### src/rtl/uart_cmd_decoder_if.sv
// rtl/uart_cmd_decoder_if.sv - byte-in / load-out bundle between UART receiver and clock datapath
interface uart_cmd_decoder_if;
    logic [7:0] rx_data;
    logic       rx_data_rdy;
    logic       ld_time;
    logic       ld_alarm;
    logic [3:0] mtens;
    logic [3:0] mones;
    logic [3:0] stens;
    logic [3:0] sones;
    logic       cmd_err;
    logic       busy;

    // Byte source side (UART receiver / bench)
    modport master (
        output rx_data, rx_data_rdy,
        input  ld_time, ld_alarm, mtens, mones, stens, sones, cmd_err, busy
    );

    // Decoder side
    modport slave (
        input  rx_data, rx_data_rdy,
        output ld_time, ld_alarm, mtens, mones, stens, sones, cmd_err, busy
    );
endinterface

### src/rtl/uart_cmd_decoder.sv
// rtl/uart_cmd_decoder.sv - parses l/L + 4 BCD digits + CR into time/alarm load strobes
module uart_cmd_decoder #(
    parameter int unsigned TIMEOUT_CYC = 12_000_000,
    parameter int unsigned TMR_W       = 24
) (
    input  logic             clk12m,
    input  logic             rst_n,
    uart_cmd_decoder_if.slave bus
);
    typedef enum logic [1:0] {
        S_IDLE = 2'd0,
        S_DIG  = 2'd1,
        S_WCR  = 2'd2
    } state_t;

    localparam logic [TMR_W-1:0] TMR_LAST = TMR_W'(TIMEOUT_CYC - 1);
    localparam logic [7:0]       CH_LO    = 8'h6C;
    localparam logic [7:0]       CH_UP    = 8'h4C;
    localparam logic [7:0]       CH_CR    = 8'h0D;

    state_t           state_q;
    logic [1:0]       idx_q;
    logic             cmd_q;
    logic [3:0][3:0]  shadow_q;
    logic [TMR_W-1:0] tmr_q;
    logic [3:0][3:0]  digits_q;
    logic             ld_time_q;
    logic             ld_alarm_q;
    logic             cmd_err_q;
    logic             busy_q;

    logic             is_cmd_d;
    logic             is_alarm_d;
    logic             is_digit_d;
    logic [3:0]       digit_d;
    logic             range_ok_d;
    logic [TMR_W-1:0] tmr_inc_d;

    // Byte classification; tens positions (even index) only accept 0-5
    always_comb begin
        is_cmd_d   = (bus.rx_data == CH_LO) || (bus.rx_data == CH_UP);
        is_alarm_d = (bus.rx_data == CH_UP);
        is_digit_d = (bus.rx_data >= 8'h30) && (bus.rx_data <= 8'h39);
        digit_d    = bus.rx_data[3:0];
        range_ok_d = idx_q[0] || (digit_d <= 4'd5);
        tmr_inc_d  = tmr_q + 1'b1;
    end

    // Command FSM with registered strobes, digit outputs and inter-byte timer
    always_ff @(posedge clk12m or negedge rst_n) begin
        if (!rst_n) begin
            state_q    <= S_IDLE;
            idx_q      <= 2'd0;
            cmd_q      <= 1'b0;
            shadow_q   <= '0;
            tmr_q      <= '0;
            digits_q   <= '0;
            ld_time_q  <= 1'b0;
            ld_alarm_q <= 1'b0;
            cmd_err_q  <= 1'b0;
            busy_q     <= 1'b0;
        end else begin
            ld_time_q  <= 1'b0;
            ld_alarm_q <= 1'b0;
            cmd_err_q  <= 1'b0;
            case (state_q)
                S_IDLE: begin
                    tmr_q <= '0;
                    if (bus.rx_data_rdy && is_cmd_d) begin
                        state_q <= S_DIG;
                        idx_q   <= 2'd0;
                        cmd_q   <= is_alarm_d;
                        busy_q  <= 1'b1;
                    end
                end
                S_DIG, S_WCR: begin
                    if (bus.rx_data_rdy) begin
                        tmr_q <= '0;
                        if (is_cmd_d) begin
                            // A fresh command letter aborts the old one and starts over
                            cmd_err_q <= 1'b1;
                            state_q   <= S_DIG;
                            idx_q     <= 2'd0;
                            cmd_q     <= is_alarm_d;
                            busy_q    <= 1'b1;
                        end else if ((state_q == S_DIG) && is_digit_d && range_ok_d) begin
                            shadow_q[idx_q] <= digit_d;
                            if (idx_q == 2'd3) begin
                                state_q <= S_WCR;
                            end else begin
                                idx_q <= idx_q + 2'd1;
                            end
                        end else if ((state_q == S_WCR) && (bus.rx_data == CH_CR)) begin
                            digits_q   <= shadow_q;
                            ld_time_q  <= ~cmd_q;
                            ld_alarm_q <= cmd_q;
                            state_q    <= S_IDLE;
                            busy_q     <= 1'b0;
                        end else begin
                            cmd_err_q <= 1'b1;
                            state_q   <= S_IDLE;
                            busy_q    <= 1'b0;
                        end
                    end else if (tmr_q == TMR_LAST) begin
                        cmd_err_q <= 1'b1;
                        state_q   <= S_IDLE;
                        busy_q    <= 1'b0;
                        tmr_q     <= '0;
                    end else begin
                        tmr_q <= tmr_inc_d;
                    end
                end
                default: begin
                    state_q <= S_IDLE;
                    busy_q  <= 1'b0;
                    tmr_q   <= '0;
                end
            endcase
        end
    end

    assign bus.ld_time  = ld_time_q;
    assign bus.ld_alarm = ld_alarm_q;
    assign bus.cmd_err  = cmd_err_q;
    assign bus.busy     = busy_q;
    assign bus.mtens    = digits_q[0];
    assign bus.mones    = digits_q[1];
    assign bus.stens    = digits_q[2];
    assign bus.sones    = digits_q[3];
endmodule

### src/flat_wrapper.sv
// flat-port wrapper written by rule: the top's interface ports become plain ports
module uart_cmd_decoder_flat 
#(
    parameter int unsigned TIMEOUT_CYC = 12_000_000,
    parameter int unsigned TMR_W       = 24
)
  (clk12m, rst_n, bus_rx_data, bus_rx_data_rdy, bus_ld_time, bus_ld_alarm, bus_mtens, bus_mones, bus_stens, bus_sones, bus_cmd_err, bus_busy);
  uart_cmd_decoder_if bus_i ();
  input  logic clk12m;
  input  logic rst_n;
  input wire logic [$bits(bus_i.rx_data)-1:0] bus_rx_data;
  input wire logic [$bits(bus_i.rx_data_rdy)-1:0] bus_rx_data_rdy;
  output wire logic [$bits(bus_i.ld_time)-1:0] bus_ld_time;
  output wire logic [$bits(bus_i.ld_alarm)-1:0] bus_ld_alarm;
  output wire logic [$bits(bus_i.mtens)-1:0] bus_mtens;
  output wire logic [$bits(bus_i.mones)-1:0] bus_mones;
  output wire logic [$bits(bus_i.stens)-1:0] bus_stens;
  output wire logic [$bits(bus_i.sones)-1:0] bus_sones;
  output wire logic [$bits(bus_i.cmd_err)-1:0] bus_cmd_err;
  output wire logic [$bits(bus_i.busy)-1:0] bus_busy;
  assign bus_i.rx_data = bus_rx_data;
  assign bus_i.rx_data_rdy = bus_rx_data_rdy;
  assign bus_ld_time = bus_i.ld_time;
  assign bus_ld_alarm = bus_i.ld_alarm;
  assign bus_mtens = bus_i.mtens;
  assign bus_mones = bus_i.mones;
  assign bus_stens = bus_i.stens;
  assign bus_sones = bus_i.sones;
  assign bus_cmd_err = bus_i.cmd_err;
  assign bus_busy = bus_i.busy;
  uart_cmd_decoder #(.TIMEOUT_CYC(TIMEOUT_CYC), .TMR_W(TMR_W)) u_core (.clk12m(clk12m), .rst_n(rst_n), .bus(bus_i));
endmodule
### config.mk
export PLATFORM = sky130hd
export DESIGN_NAME = uart_cmd_decoder_flat
export DESIGN_NICKNAME = d
export VERILOG_FILES = /design/src/rtl/uart_cmd_decoder_if.sv /design/src/rtl/uart_cmd_decoder.sv /design/src/flat_wrapper.sv
export SDC_FILE = /design/constraint.sdc
export NUM_CORES = 1
export LEC_CHECK = 0
export CORE_MARGIN = 3
export CORE_UTILIZATION = 40
export CTS_CLUSTER_DIAMETER = 50
export CTS_CLUSTER_SIZE = 28
export DETAILED_ROUTE_END_ITERATION = 10
export GPL_TIMING_DRIVEN = 0
export PLACE_DENSITY_LB_ADDON = 0.15
export SYNTH_ARGS = -nofsm -noshare
export SYNTH_HDL_FRONTEND = slang
export SYNTH_SLANG_ARGS = --single-unit
### constraint.sdc
create_clock -name clk12m -period 1.9 [get_ports clk12m]
set_clock_uncertainty 0.1 [all_clocks]
set_input_delay 0.38 -clock clk12m [delete_from_list [all_inputs] [get_ports clk12m]]
set_output_delay 0.38 -clock clk12m [all_outputs]
set_load 0.01 [all_outputs]
**Yosys cells after proc, flatten, opt, wreduce, memory -nomap -nowiden**

Index checks and enable logic that the tools add are counted.

- Latch bits: 0
- Memories kept: 0
- Input bits: 11
- Word-level logic and storage cells: 103
- Register bits: 65
- ROM bits: 0
- Memory bits (writable): 0
- Output and inout port bits: 20

- Add/sub/neg operators: 2
- Bitwise operators: 3
- Equality and inequality tests: 15
- Shift-type cells: 0
- Multiplexer cells: 45
- Order comparisons: 5
- Multiply operators: 0
- Div/mod/pow operators: 0
- Reduce and logical (&&, ||, !) cells: 17

Operators with widths:

| cell | count |
|---|---|
| $mux W24 | 3 |
| $add A24 B1 Y24 const B | 1 |
| $eq A24 B24 Y1 const B | 1 |
| $mux W1 | 24 |
| $mux W2 | 11 |
| $bwmux W16 | 1 |
| $eq A8 B7 Y1 const B | 2 |
| $reduce_and A5 Y1 | 2 |
| $demux W4 S2 | 1 |
| $eq A8 B4 Y1 const B | 1 |
| $ge A8 B6 Y1 const B | 1 |
| $le A8 B6 Y1 const B | 1 |
| $pmux W2 S2 | 2 |
| $reduce_and A4 Y1 | 2 |
| $logic_and A1 B1 Y1 | 6 |
| $ne A3 B2 Y1 const B | 2 |
| $reduce_and A3 Y1 | 2 |
| $ne A5 B4 Y1 const B | 1 |
| $eq A2 B2 Y1 const B | 2 |
| $le A4 B3 Y1 const B | 1 |
| $mux W4 | 1 |
| $ne A2 B1 Y1 const B | 2 |
| $ne A4 B3 Y1 const B | 1 |
| $pmux W1 S2 | 2 |
| other kinds (11) | 14 |

**Logic depth before layout (Yosys ltp)**

Gate-level depths: netlist (run 1).

- Depth after elaboration: 8
- Depth in mapped cells: 7
- Mapped depth without buffers: 7

**Worst setup path after synthesis (run 1)**

Ideal clock, no wire load.

- Path type: input port to flip-flop
- From: in bus_rx_data[7]
- To: reg u_core.digits_q, in the netlist u_core.bus.mones[3]
- Setup time: 125 ps
- Arrival time: 1,866 ps
- Path buffers: 2
- Stages: 6
- Path slack: -191 ps
- Path through: or3b_2 -> or2_2 -> or3b_1 -> buf_6 -> buf_12 -> mux2_4

- Cells in the longest elaborated chain, start to end: 6
- Elaborated cells on any way between the ends: 13
- Those cells by class: order compare: 2; eq/ne: 3; bitwise: 2; reduce/logical: 6

RTL lines:

| what | RTL line | source |
|---|---|---|
| from (decl) | flat_wrapper.sv:11 | `input wire logic [$bits(bus_i.rx_data)-1:0] bus_rx_data;` |
| $ge A8 B6 Y1 / $le A8 B6 Y1 (equally long branches) | uart_cmd_decoder.sv:43 | `is_digit_d = (bus.rx_data >= 8'h30) && (bus.rx_data <= 8'h39);` |
| $logic_and A1 B1 Y1 | uart_cmd_decoder.sv:43 |  |
| $logic_and A1 B1 Y1 (2 in series) | uart_cmd_decoder.sv:86 | `end else if ((state_q == S_DIG) && is_digit_d && range_ok_d) begin` |
| $not A1 Y1 (no source line) | -- |  |
| $reduce_and A5 Y1 (no source line) (*) | -- |  |
| to (signal assigned) | uart_cmd_decoder.sv:94 | `digits_q <= shadow_q;` |
| to (decl) | uart_cmd_decoder.sv:26 | `logic [3:0][3:0] digits_q;` |

Mark *: on every way between the ends. The rest lies on a longest branch, timed or not.
A chain may end at the register's enable or synchronous reset.

**Worst setup path in the final report (run 1)**

- From: reg u_core.state_q[0]
- To: reg u_core.digits_q, in the netlist u_core.bus.mtens[2]

- Cells in the longest elaborated chain, start to end: 5
- Elaborated cells on any way between the ends: 8
- Those cells by class: eq/ne: 2; bitwise: 1; reduce/logical: 5

RTL lines:

| what | RTL line | source |
|---|---|---|
| from (decl) | uart_cmd_decoder.sv:21 | `state_t state_q;` |
| from (signal assigned) | uart_cmd_decoder.sv:52 | `state_q <= S_IDLE;` |
| from (signal assigned) | uart_cmd_decoder.sv:70 | `state_q <= S_DIG;` |
| from (signal assigned) | uart_cmd_decoder.sv:82 | `state_q <= S_DIG;` |
| $eq A2 B1 Y1 | uart_cmd_decoder.sv:66, uart_cmd_decoder.sv:86 |  |
| $logic_and A1 B1 Y1 (2 in series) | uart_cmd_decoder.sv:86 |  |
| $not A1 Y1 (no source line) | -- |  |
| $reduce_and A5 Y1 (no source line) (*) | -- |  |

Marks and branches as above.

==> flow_summary.toml, run 1 <==
[status]
status = "complete, but fails checks"
failed_checks = "setup timing"

[synth]
syn_inst = 261
syn_avg_cell_area_um2 = 11.73
synthesis.nets = 281
netlist_cell_types = 44
synthesis.yosys.warnings = 0
synth-main-ff-cell = "dfrtp_1"
async_flop_share_pct = 100.0
synth_sequential_area_ratio_pct = 53.15
synth_common_cells = "dfrtp_1 (65), nor2_1 (31), mux2_2 (20), nand2_1 (16), xor2_1 (12)"
synth_top_area_share_pct = 53.15
yosys.cell_count.top_type = "dfrtp_1"
synth_seq_cells = 65
biggest_area_contributors_in_the_synthesized_netlist = "dfrtp_1 (53%), mux2_2 (7.4%), mux2_4 (4.9%), nor2_1 (3.8%), ha_1 (3.7%)"
synth-edff-count = 0
synth_largest_area_cell = "dfrtp_1"
netlist_area_um2 = 3060

[sta]
final.period_utilization_pct = 105.0
period_needed_ns = 1.994
layout_setup_ws_ns = -0.09410
rsz0062_at_grt = "true"
number_of_hold_slack_violations_in_the_final_timing_report = 0
setup_viol_count_final = 23
max_transition_viols_final = 0
slew-limit-headroom_pct = 46.43
max_slew.worst_pin.slew_ns = 0.8036
timing.fmax_mhz = 501.5

[finish]
multiInputGateArea_um2 = 1551
areaGrowthSynthToFinish_pct = 35.32
num_antenna_cells = 0
drive_gt1_share_pct = 35.76
fill_cells = 607
seq_area_um2 = 1629
non_filler_cell_area_final_um2 = 4141
num-nets-final = 345
final_core_utilization_pct = 56.49

[clocking]
clock_tree_from_tritoncts = "yes"
cts_hold_repair.buffers = 0
cts_clock_pin_slew_for_the_worst_setup_and_hold_paths_ns = 0.08
cts-buffers-inserted = 9
cts-root-buf = "clkbuf_8"
worstSkewPairLatency_ns = 0.34
clock_sinks = 65
cts.htree.levels = 3
max-clock-path-buffers = 2

[die]
die_x_um = 93.47
io_pins = 31
floorplan.initialDensity_pct = 41.75
rows = 31
core-area_um2 = 7331
fp.dieH_um = 93.47
dieArea_um2 = 8737

[placed_design]
place_ws_ns = -0.9601
place.detailed.hpwl_mm = 3.964
gp_congestion = 0.7835
place.port_buffers = 30
detailed_place.area_um2 = 3518

[power_and_ir_drop]
power_density_nw_per_um2 = 813.7
leak_nw = 1.951
peakVddDrop_mv = 0.6185
fin_total_pwr_w = 0.003370

[critical_path]
critical_path_class = "reg -> reg"
critical_path_peak_fanout = 5
series_of_cell_instances_along_the_critical_path = "inv_2 > ha_4 > nand2_4 > or3b_4 > bufbuf_16 > mux2_4"
cpPeakStageDelay_ns = 0.43
startpoint_type = "flop"
setup.worst_path.end_class = "flop"
worstPathRequired_ns = 2.03
crit_arrival_ns = 2.13
critPathSlowestCell = "or3b_4"
reg2reg_setup_slack_ns = -0.09

[grt]
grt.total_usage_pct = 15.73
antenna_violations_before_repair = 0
grt-ovfl-total = 0
grt_first_pass_wirelength_mm = 10.72
grt_pass1_vias = 2235
grt_start_max_net_pins = 66

[routing]
initialDrtViolationCount = 72
drc_errors = 0
via_cell_ratio = 4.876
routed_wirelength_mm = 6.099
route.vias.total = 2092
drt-wirelength-per-cell_um = 14.22
final_antenna_net_count = 0
detail_route.first_pass.iterations = 4

[min_path]
timing.hold.worst.class = "in -> async"

[run]
drv_cap = 0
## critical path, delay by kind of cell (launching register included)
kind	cells	cell delay [ns]
and+or+nand+nor	2	0.48
adders and majority gates	1	0.28
buffers and inverters	2	0.36
muxes	1	0.29
DFF	1	0.38
## stage by stage
stage	instances	TNS, ns	hold slack, ns
floorplan	261	-0.7913	-0.01559
global placement	390	-154.45	0.3518
detailed placement	390	-34.47	0.3598
CTS	425	-1.056	0.04761
global route	429	-3.310	0.08697
finish	429	-1.313	0.02886
## kinds of logic after synthesis
group,count (synthesis),synth area share [%]
fa+ha+maj,9,3.680
simple gates,93,15.94
compound gates,25,5.601
buf+inv,17,2.903
mux,32,13.00
flops,65,53.15
xor+xnor,20,5.724
## sequential cells by signal, indices dropped and copies added, names as in the netlist
register,cells
u_core.shadow_q,16
u_core.bus.sones,4
u_core.bus.cmd_err,1
u_core.idx_q,2
u_core.bus.busy,1
u_core.bus.stens,4
u_core.cmd_q,1
u_core.bus.mones,4
u_core.tmr_q,24
u_core.bus.ld_alarm,1
u_core.bus.ld_time,1
u_core.state_q,2
u_core.bus.mtens,4
## report_power, final
part           switching (W)  internal [W]
logic               0.000346      0.000322
clock network       0.000597      0.000617
registers          0.0000441       0.00144
## per-layer routing
metal	track usage, %	vias up	part of all wire (%)
met5	0	-	0
met4	5.128	0	1.4
met3	4.264	13	3.5
met2	25.61	34	48
met1	20.29	1008	47
li1	-	1037	-
## worst paths after layout
path,from,to,depth (start not counted)
min in group clk12m,bus_rx_data[1],u_core.shadow_q[9],2
setup reg to reg,u_core.state_q[0],u_core.bus.mtens[2],6
hold reg to reg,u_core.cmd_q,u_core.bus.ld_time,1
setup / recovery,u_core.state_q[0],u_core.bus.mtens[2],6
hold / removal,rst_n,u_core.bus.mtens[1],1
max in group asynchronous,rst_n,u_core.tmr_q[8],1
## what timing repair did
item	4_1_cts	5_1_grt
pin swaps	10	8
buffers inserted	21	4
setup endpoints to repair	58	60
gates resized for setup	41	24
gates cloned	1	0
## layout make-up
type | count | share of cell area, %
multi-input combinational | 179 | 37.46
clock inverter | 7 | 1.934
tap | 99 | 2.991
timing repair buffer | 56 | 13.17
sequential | 65 | 39.34
buffer | 3 | 1.118
inverter | 11 | 0.9970
clock buffer | 9 | 2.991
## cells in the final DEF, fill, tap and decap left out, types with 3 or more instances in the layout
master            n
and4_1            3
a21o_1            3
mux2_4           10
nand3_1           5
or3_1             3
clkdlybuf4s50_1  22
mux2_2           20
o21ai_0           5
inv_1             9
xnor2_1           8
dfrtp_1          63
nor2_1           31
clkdlybuf4s15_2   3
nor3_1            3
ha_1              7
buf_4            22
a21oi_1           4
nand2_4           4
dlygate4sd2_1     3
clkinv_4          3
buf_6             3
buf_12            3
nand2_1          10
clkbuf_8          9
nand4_1           8
xor2_1           12
No activity file was read; power rests on OpenSTA's default activity.
==> run 2, diff against run 1 <==
--- a/config.mk
+++ b/config.mk
@@ -12,6 +12,7 @@
 export DETAILED_ROUTE_END_ITERATION = 10
 export GPL_TIMING_DRIVEN = 0
 export PLACE_DENSITY_LB_ADDON = 0.15
+export SETUP_SLACK_MARGIN = 0.2
 export SYNTH_ARGS = -nofsm -noshare
 export SYNTH_HDL_FRONTEND = slang
 export SYNTH_SLANG_ARGS = --single-unit
==> run 2 against run 1 <==
Compared with the run above:
- the flow still finishes with violations (setup timing)
- global-route usage is 0.19 points higher
- non-clock buffer count rose by 12
- setup slack got worse by 0.093 ns
- worst hold slack got worse by 0.0029 ns
- critical endpoint is now u_core.bus.mones[1]
==> flow_summary.toml, run 2 (synthesized netlist as in run 1, its figures left out) <==
[status]
status = "complete, but fails checks"
failed_checks = "setup timing"

[clocking]
clock_sinks = 65
clock_tree_from_tritoncts = "yes"
worstSkewPairLatency_ns = 0.34
cts_clock_pin_slew_for_the_worst_setup_and_hold_paths_ns = 0.09
cts.htree.levels = 3
cts-root-buf = "clkbuf_8"
cts_hold_repair.buffers = 0
cts-buffers-inserted = 9
max-clock-path-buffers = 2

[grt]
grt_first_pass_wirelength_mm = 10.94
grt_pass1_vias = 2363
antenna_violations_before_repair = 0
grt_start_max_net_pins = 66
grt-ovfl-total = 0
grt.total_usage_pct = 15.92

[die]
rows = 31
floorplan.initialDensity_pct = 41.75
die_x_um = 93.47
fp.dieH_um = 93.47
io_pins = 31
dieArea_um2 = 8737
core-area_um2 = 7331

[critical_path]
cp-startpoint = "bus_rx_data_rdy"
critical_path.reg2reg.startpoint = "u_core.state_q[1]"
crit_arrival_ns = 2.21
worstPathRequired_ns = 2.02
critical_path_peak_fanout = 6
setup.worst_path.end_class = "flop"
reg2reg_setup_slack_ns = -0.18
critical_path_class = "in -> reg"
startpoint_type = "input pin"
timing.reg2reg.worst_path_depth = 8
crit_path_end = "u_core.bus.mones[1]"
rr_endpoint = "u_core.bus.mones[1]"

[routing]
detail_route.first_pass.iterations = 5
via_cell_ratio = 4.995
drt-wirelength-per-cell_um = 14.51
route.vias.total = 2203
drc_errors = 0
routed_wirelength_mm = 6.400
final_antenna_net_count = 0
initialDrtViolationCount = 69

[sta]
layout_setup_ws_ns = -0.1867
rsz0062_at_grt = "true"
final.period_utilization_pct = 109.8
totalNegativeSetupSlack_ns = -3.004
slew-limit-headroom_pct = 46.82
setup_viol_count_final = 36
period_needed_ns = 2.087
max_slew.worst_pin.slew_ns = 0.7976
max_transition_viols_final = 0
number_of_hold_slack_violations_in_the_final_timing_report = 0
timing.fmax_mhz = 479.2

[finish]
layout_common_cells = "dfrtp_1 (63), buf_4 (23), nor2_1 (22)"
biggestRegsByFlops = "u_core.tmr_q: 24 flops, u_core.shadow_q: 16 flops"
num-nets-final = 357
top_register_by_number_of_flip_flops = "u_core.tmr_q"
largest_register_ff_count = 24
layout_commonest_cell = "dfrtp_1"
drive_gt1_share_pct = 42.98
areaGrowthSynthToFinish_pct = 43.62
num_antenna_cells = 0

[placed_design]
place.detailed.hpwl_mm = 3.979
place.port_buffers = 30
gp_congestion = 0.7717

[power_and_ir_drop]
peakVddDrop_mv = 0.6347
leak_nw = 2.110
fin_total_pwr_w = 0.003571
power_density_nw_per_um2 = 812.5

[run]
drv_cap = 0

[min_path]
timing.hold.worst.class = "in -> async"
run 2: cell types whose count changed in the layout (fill, tap and decap cells not counted), sizes merged:
cell / delta
inv: +3
clkbuf: +2
bufbuf: -1
clkinvlp: -1
dlymetal6s2s: +3
clkinv: -2
clkdlybuf4s15: -1
buf: +12
clkdlybuf4s50: -20
dlygate4sd2: +17
run 2: power by group:
part | total (W) | internal (W) | switching, W
clock | 0.00122 | 0.000631 | 0.000593
sequential | 0.00148 | 0.00144 | 0.0000379
combinational | 0.000866 | 0.000435 | 0.000431
run 2: stage by stage:
stage	util (%)	setup WS [ns]	hold WS, ns	cells	area (um^2)
floorplan	-	-0.07912	-0.01559	261	3142
global placement	48.64	-1.880	0.3509	390	3566
detailed placement	48.61	-0.9611	0.3592	390	3563
CTS	56.70	-0.1475	0.05250	437	4156
global route	59.96	-0.2380	0.06054	441	4395
finish	59.96	-0.1867	0.02601	441	4395
run 2: worst min-delay path by stage:
stage,from,endpoint,slack (ns)
finish,rst_n,u_core.bus.mtens[2],0.03
global route,rst_n,u_core.bus.mtens[2],0.06
CTS,rst_n,u_core.bus.mtens[2],0.05
detailed placement,u_core.cmd_q,u_core.bus.ld_time,0.36
global placement,u_core.cmd_q,u_core.bus.ld_time,0.35
floorplan,rst_n,u_core.bus.busy,-0.02
run 2: timing repair:
| action | in CTS | in global routing |
|---|---|---|
| cloned | 2 | 1 |
| resized for setup | 69 | 46 |
| pin swaps | 9 | 14 |
| endpoints found under the setup margin | 80 | 68 |
| setup buffers | 29 | 3 |
run 2: metal layers:
layer / track usage [%] / vias to the layer above / wire length (um)
li1: - / 1066 / -
met1: 18.83 / 1098 / 2675
met2: 27.46 / 29 / 3412
met3: 4.103 / 10 / 223
met4: 6.349 / 0 / 88
met5: 0 / - / 0
run 2: area by class of cell:
class / instances / area [um^2]
Buffer: 6 / 81.33
Inverter: 11 / 41.29
Sequential cell: 65 / 1629
Timing Repair Buffer: 65 / 623.1
Fill cell: 583 / 2935
Clock inverter: 7 / 83.83
Multi-Input combinational cell: 179 / 1689
Clock buffer: 9 / 123.9
Tap cell: 99 / 123.9
run 2: worst max-delay path, cell delays in order:
cell and delay (ns):
clkdlybuf4s50_1 0.65, nand2_4 0.10, or3b_4 0.42, buf_8 0.15, buf_6 0.11, buf_6 0.11
mux2_4 0.28
==> run 3, diff against run 2 <==
--- a/config.mk
+++ b/config.mk
@@ -5,6 +5,7 @@
 export SDC_FILE = /design/constraint.sdc
 export NUM_CORES = 1
 export LEC_CHECK = 0
+export ABC_AREA = 1
 export CORE_MARGIN = 3
 export CORE_UTILIZATION = 40
 export CTS_CLUSTER_DIAMETER = 50
==> run 3 against run 2 <==
Compared with the run above:
- the run now ends clean
- flip-flop and latch count is the same
- first-iteration DRC count grew 90%
- setup slack gained 0.31 ns
- synthesized area grew 10%
- non-clock buffer count shrank 18
- highest routed layer unchanged
==> flow_summary.toml, run 3 <==
[status]
status = "finished, final reports clean"

[finish]
biggestRegsByFlops = "u_core.tmr_q: 24 flops, u_core.shadow_q: 16 flops"
areaGrowthSynthToFinish_pct = 29.32
top_register_by_number_of_flip_flops = "u_core.tmr_q"
layout_common_cells = "nand2_1 (109), dfrtp_1 (63), inv_1 (54)"
num-nets-final = 504
drive_gt1_share_pct = 19.63
non_filler_cell_area_final_um2 = 4370
num_antenna_cells = 0
layout_commonest_cell = "nand2_1"
finalNonFillerCells = 591
largest_register_ff_count = 24

[power_and_ir_drop]
power.switching_w = 0.001110
leak_nw = 2.188
comb_power_share_pct = 20.3
sw_frac_of_total_pct = 28.76
power_density_nw_per_um2 = 883.0
peakVddDrop_mv = 0.5482
seq_power_share_pct = 39.1
power.share.clock_pct = 40.6
internal-power_w = 0.002749

[sta]
max_slew.worst_pin.slew_ns = 0.8132
totalNegativeSetupSlack_ns = 0
rsz0062_at_grt = "true"
slew-limit-headroom_pct = 45.79
final.period_utilization_pct = 93.52
max_transition_viols_final = 0
timing.fmax_mhz = 562.8
layout_setup_ws_ns = 0.1231
timing.hold.ws_ns = 0.03327
setup_viol_count_final = 0
period_needed_ns = 1.777
number_of_hold_slack_violations_in_the_final_timing_report = 0

[critical_path]
series_of_cell_instances_along_the_critical_path = "buf_4 > ha_4 > nand3_4 > nor2_4 > nand2_4 > nor3_4 > buf_6 > nand2_4 > nand2_2 > nand2_1"
crit_arrival_ns = 1.91
critPathSlowestCell = "dfrtp_1"
critical_path_class = "reg -> reg"
worstPathRequired_ns = 2.03
cpPeakStageDelay_ns = 0.38
setup.worst_path.end_class = "flop"
startpoint_type = "flop"
critical_path_peak_fanout = 5
crit_path_frequent_cell = "nand2_4"

[synth]
syn_inst = 429
biggest_area_contributors_in_the_synthesized_netlist = "dfrtp_1 (48%), nand2_1 (13%), nor2_1 (6.4%), inv_1 (6.2%), nand3_1 (4.4%)"
synth_largest_area_cell = "dfrtp_1"
syn_avg_cell_area_um2 = 7.878
synth-edff-count = 0
synth_common_cells = "nand2_1 (121), dfrtp_1 (65), nor2_1 (58), inv_1 (56), nand3_1 (30)"
netlist_cell_types = 29
yosys.cell_count.top_type = "nand2_1"
synth_sequential_area_ratio_pct = 48.13
synth_seq_cells = 65
synthesis.nets = 449
async_flop_share_pct = 100.0
synth-main-ff-cell = "dfrtp_1"
synthesis.yosys.warnings = 0
netlist_area_um2 = 3379
synth_top_area_share_pct = 48.13

[placed_design]
detailed_place.area_um2 = 3795
place.port_buffers = 29
gp_congestion = 0.8038
place_ws_ns = -0.3192
place.detailed.hpwl_mm = 4.947
placed_cells_incl_taps = 560

[routing]
route.vias.total = 2834
via_cell_ratio = 4.795
initialDrtViolationCount = 131
detail_route.first_pass.iterations = 5
routed_wirelength_mm = 7.396
drt-wirelength-per-cell_um = 12.51
drc_errors = 0
final_antenna_net_count = 0

[die]
core-area_um2 = 7968
fp.dieH_um = 97.92
dieArea_um2 = 9587
io_pins = 31
die_x_um = 97.92
floorplan.initialDensity_pct = 42.42
rows = 32

[grt]
grt_start_max_net_pins = 66
antenna_violations_before_repair = 0
grt_first_pass_wirelength_mm = 12.34
grt_pass1_vias = 2670
grt.total_usage_pct = 15.60
grt-ovfl-total = 0

[run]
drv_cap = 0

[clocking]
worstSkewPairLatency_ns = 0.34
clock_tree_from_tritoncts = "yes"
cts_clock_pin_slew_for_the_worst_setup_and_hold_paths_ns = 0.07
cts.htree.levels = 3
clock_sinks = 65
cts-buffers-inserted = 9
max-clock-path-buffers = 2
cts_hold_repair.buffers = 0
cts-root-buf = "clkbuf_8"

[min_path]
timing.hold.worst.class = "in -> async"
[run 3: changes by cell type after synthesis, sizes merged, moves of 4 or more]
cell / previous run / this run
nand2: 16 / 130
inv: 11 / 57
nor2: 31 / 66
mux2: 32 / 0
nand3: 8 / 34
o21ai: 6 / 24
xor2: 12 / 2
buf: 3 / 8
xnor2: 8 / 3
a21o: 4 / 0
and3: 5 / 1
and4: 4 / 0
nor3: 5 / 9
[run 3: kinds of logic (layout without fill, tap and decap cells)]
logic type      Yosys count  in the layout  synth area share (%)
fa+ha+maj                 9              9                 3.332
compound gates           32             32                 4.887
simple gates            252            252                 33.47
xor+xnor                  5              5                 1.296
buf+inv                  66            126                 8.885
flops                    65             65                 48.13
[run 3: stage by stage]
step | power (W) | utilization (%)
finish | 0.003859 | 54.85
global placement | 0.002170 | 47.66
CTS | 0.003814 | 51.81
floorplan | 0.001976 | -
detailed placement | 0.002178 | 47.63
global route | 0.004052 | 54.85
[run 3: path summary, 6_finish.rpt]
check	from	end	slack, ns	cells after the start
min	rst_n	u_core.tmr_q[5]	0.03	1
max	u_core.state_q[0]	u_core.shadow_q[1]	0.12	10
max reg2reg	u_core.state_q[0]	u_core.shadow_q[1]	0.12	10
max in group asynchronous	rst_n	u_core.tmr_q[2]	1.10	1
min reg2reg	u_core.cmd_q	u_core.bus.ld_time	0.33	1
min in group clk12m	bus_rx_data[1]	u_core.shadow_q[9]	0.22	3
[run 3: power groups by stage]
stage	sequential [W]	clock (W)	combinational [W]
floorplan	0.00153	0	0.000448
global placement	0.00153	0	0.000636
detailed placement	0.00153	0	0.000647
CTS	0.00150	0.00160	0.000714
global route	0.00152	0.00165	0.000886
finish	0.00151	0.00157	0.000784
[run 3: critical path, delay by kind of cell, from the launching register on]
family	cells	cell delay (ns)
flops	1	0.38
simple gates	7	0.72
fa+ha+maj	1	0.14
buf+inv	2	0.34
[run 3: cell type report]
| type | instances | area, um^2 |
|---|---|---|
| buffer | 9 | 95.09 |
| fill | 728 | 3597 |
| sequential | 65 | 1629 |
| tap | 102 | 127.6 |
| inverter | 57 | 214.0 |
| clock buffer | 9 | 123.9 |
| multi-input combinational | 298 | 1639 |
| clock inverter | 7 | 142.6 |
| timing repair buffer | 44 | 399.1 |
[run 3: what timing repair did]
action | CTS | global route
setup endpoints to repair | 80 | 62
resized for setup | 32 | 46
setup buffers | 6 | 7
gates cloned | 1 | 1
pin swaps | 3 | 6
[run 3: layer usage]
| layer | global-route usage [%] | up-vias | routed length (um) |
|---|---|---|---|
| met2 | 23.30 | 49 | 3291 |
| met3 | 2.714 | 10 | 244 |
| li1 | - | 1457 | - |
| met4 | 6.283 | 0 | 121 |
| met5 | 0 | - | 0 |
| met1 | 22.47 | 1318 | 3739 |
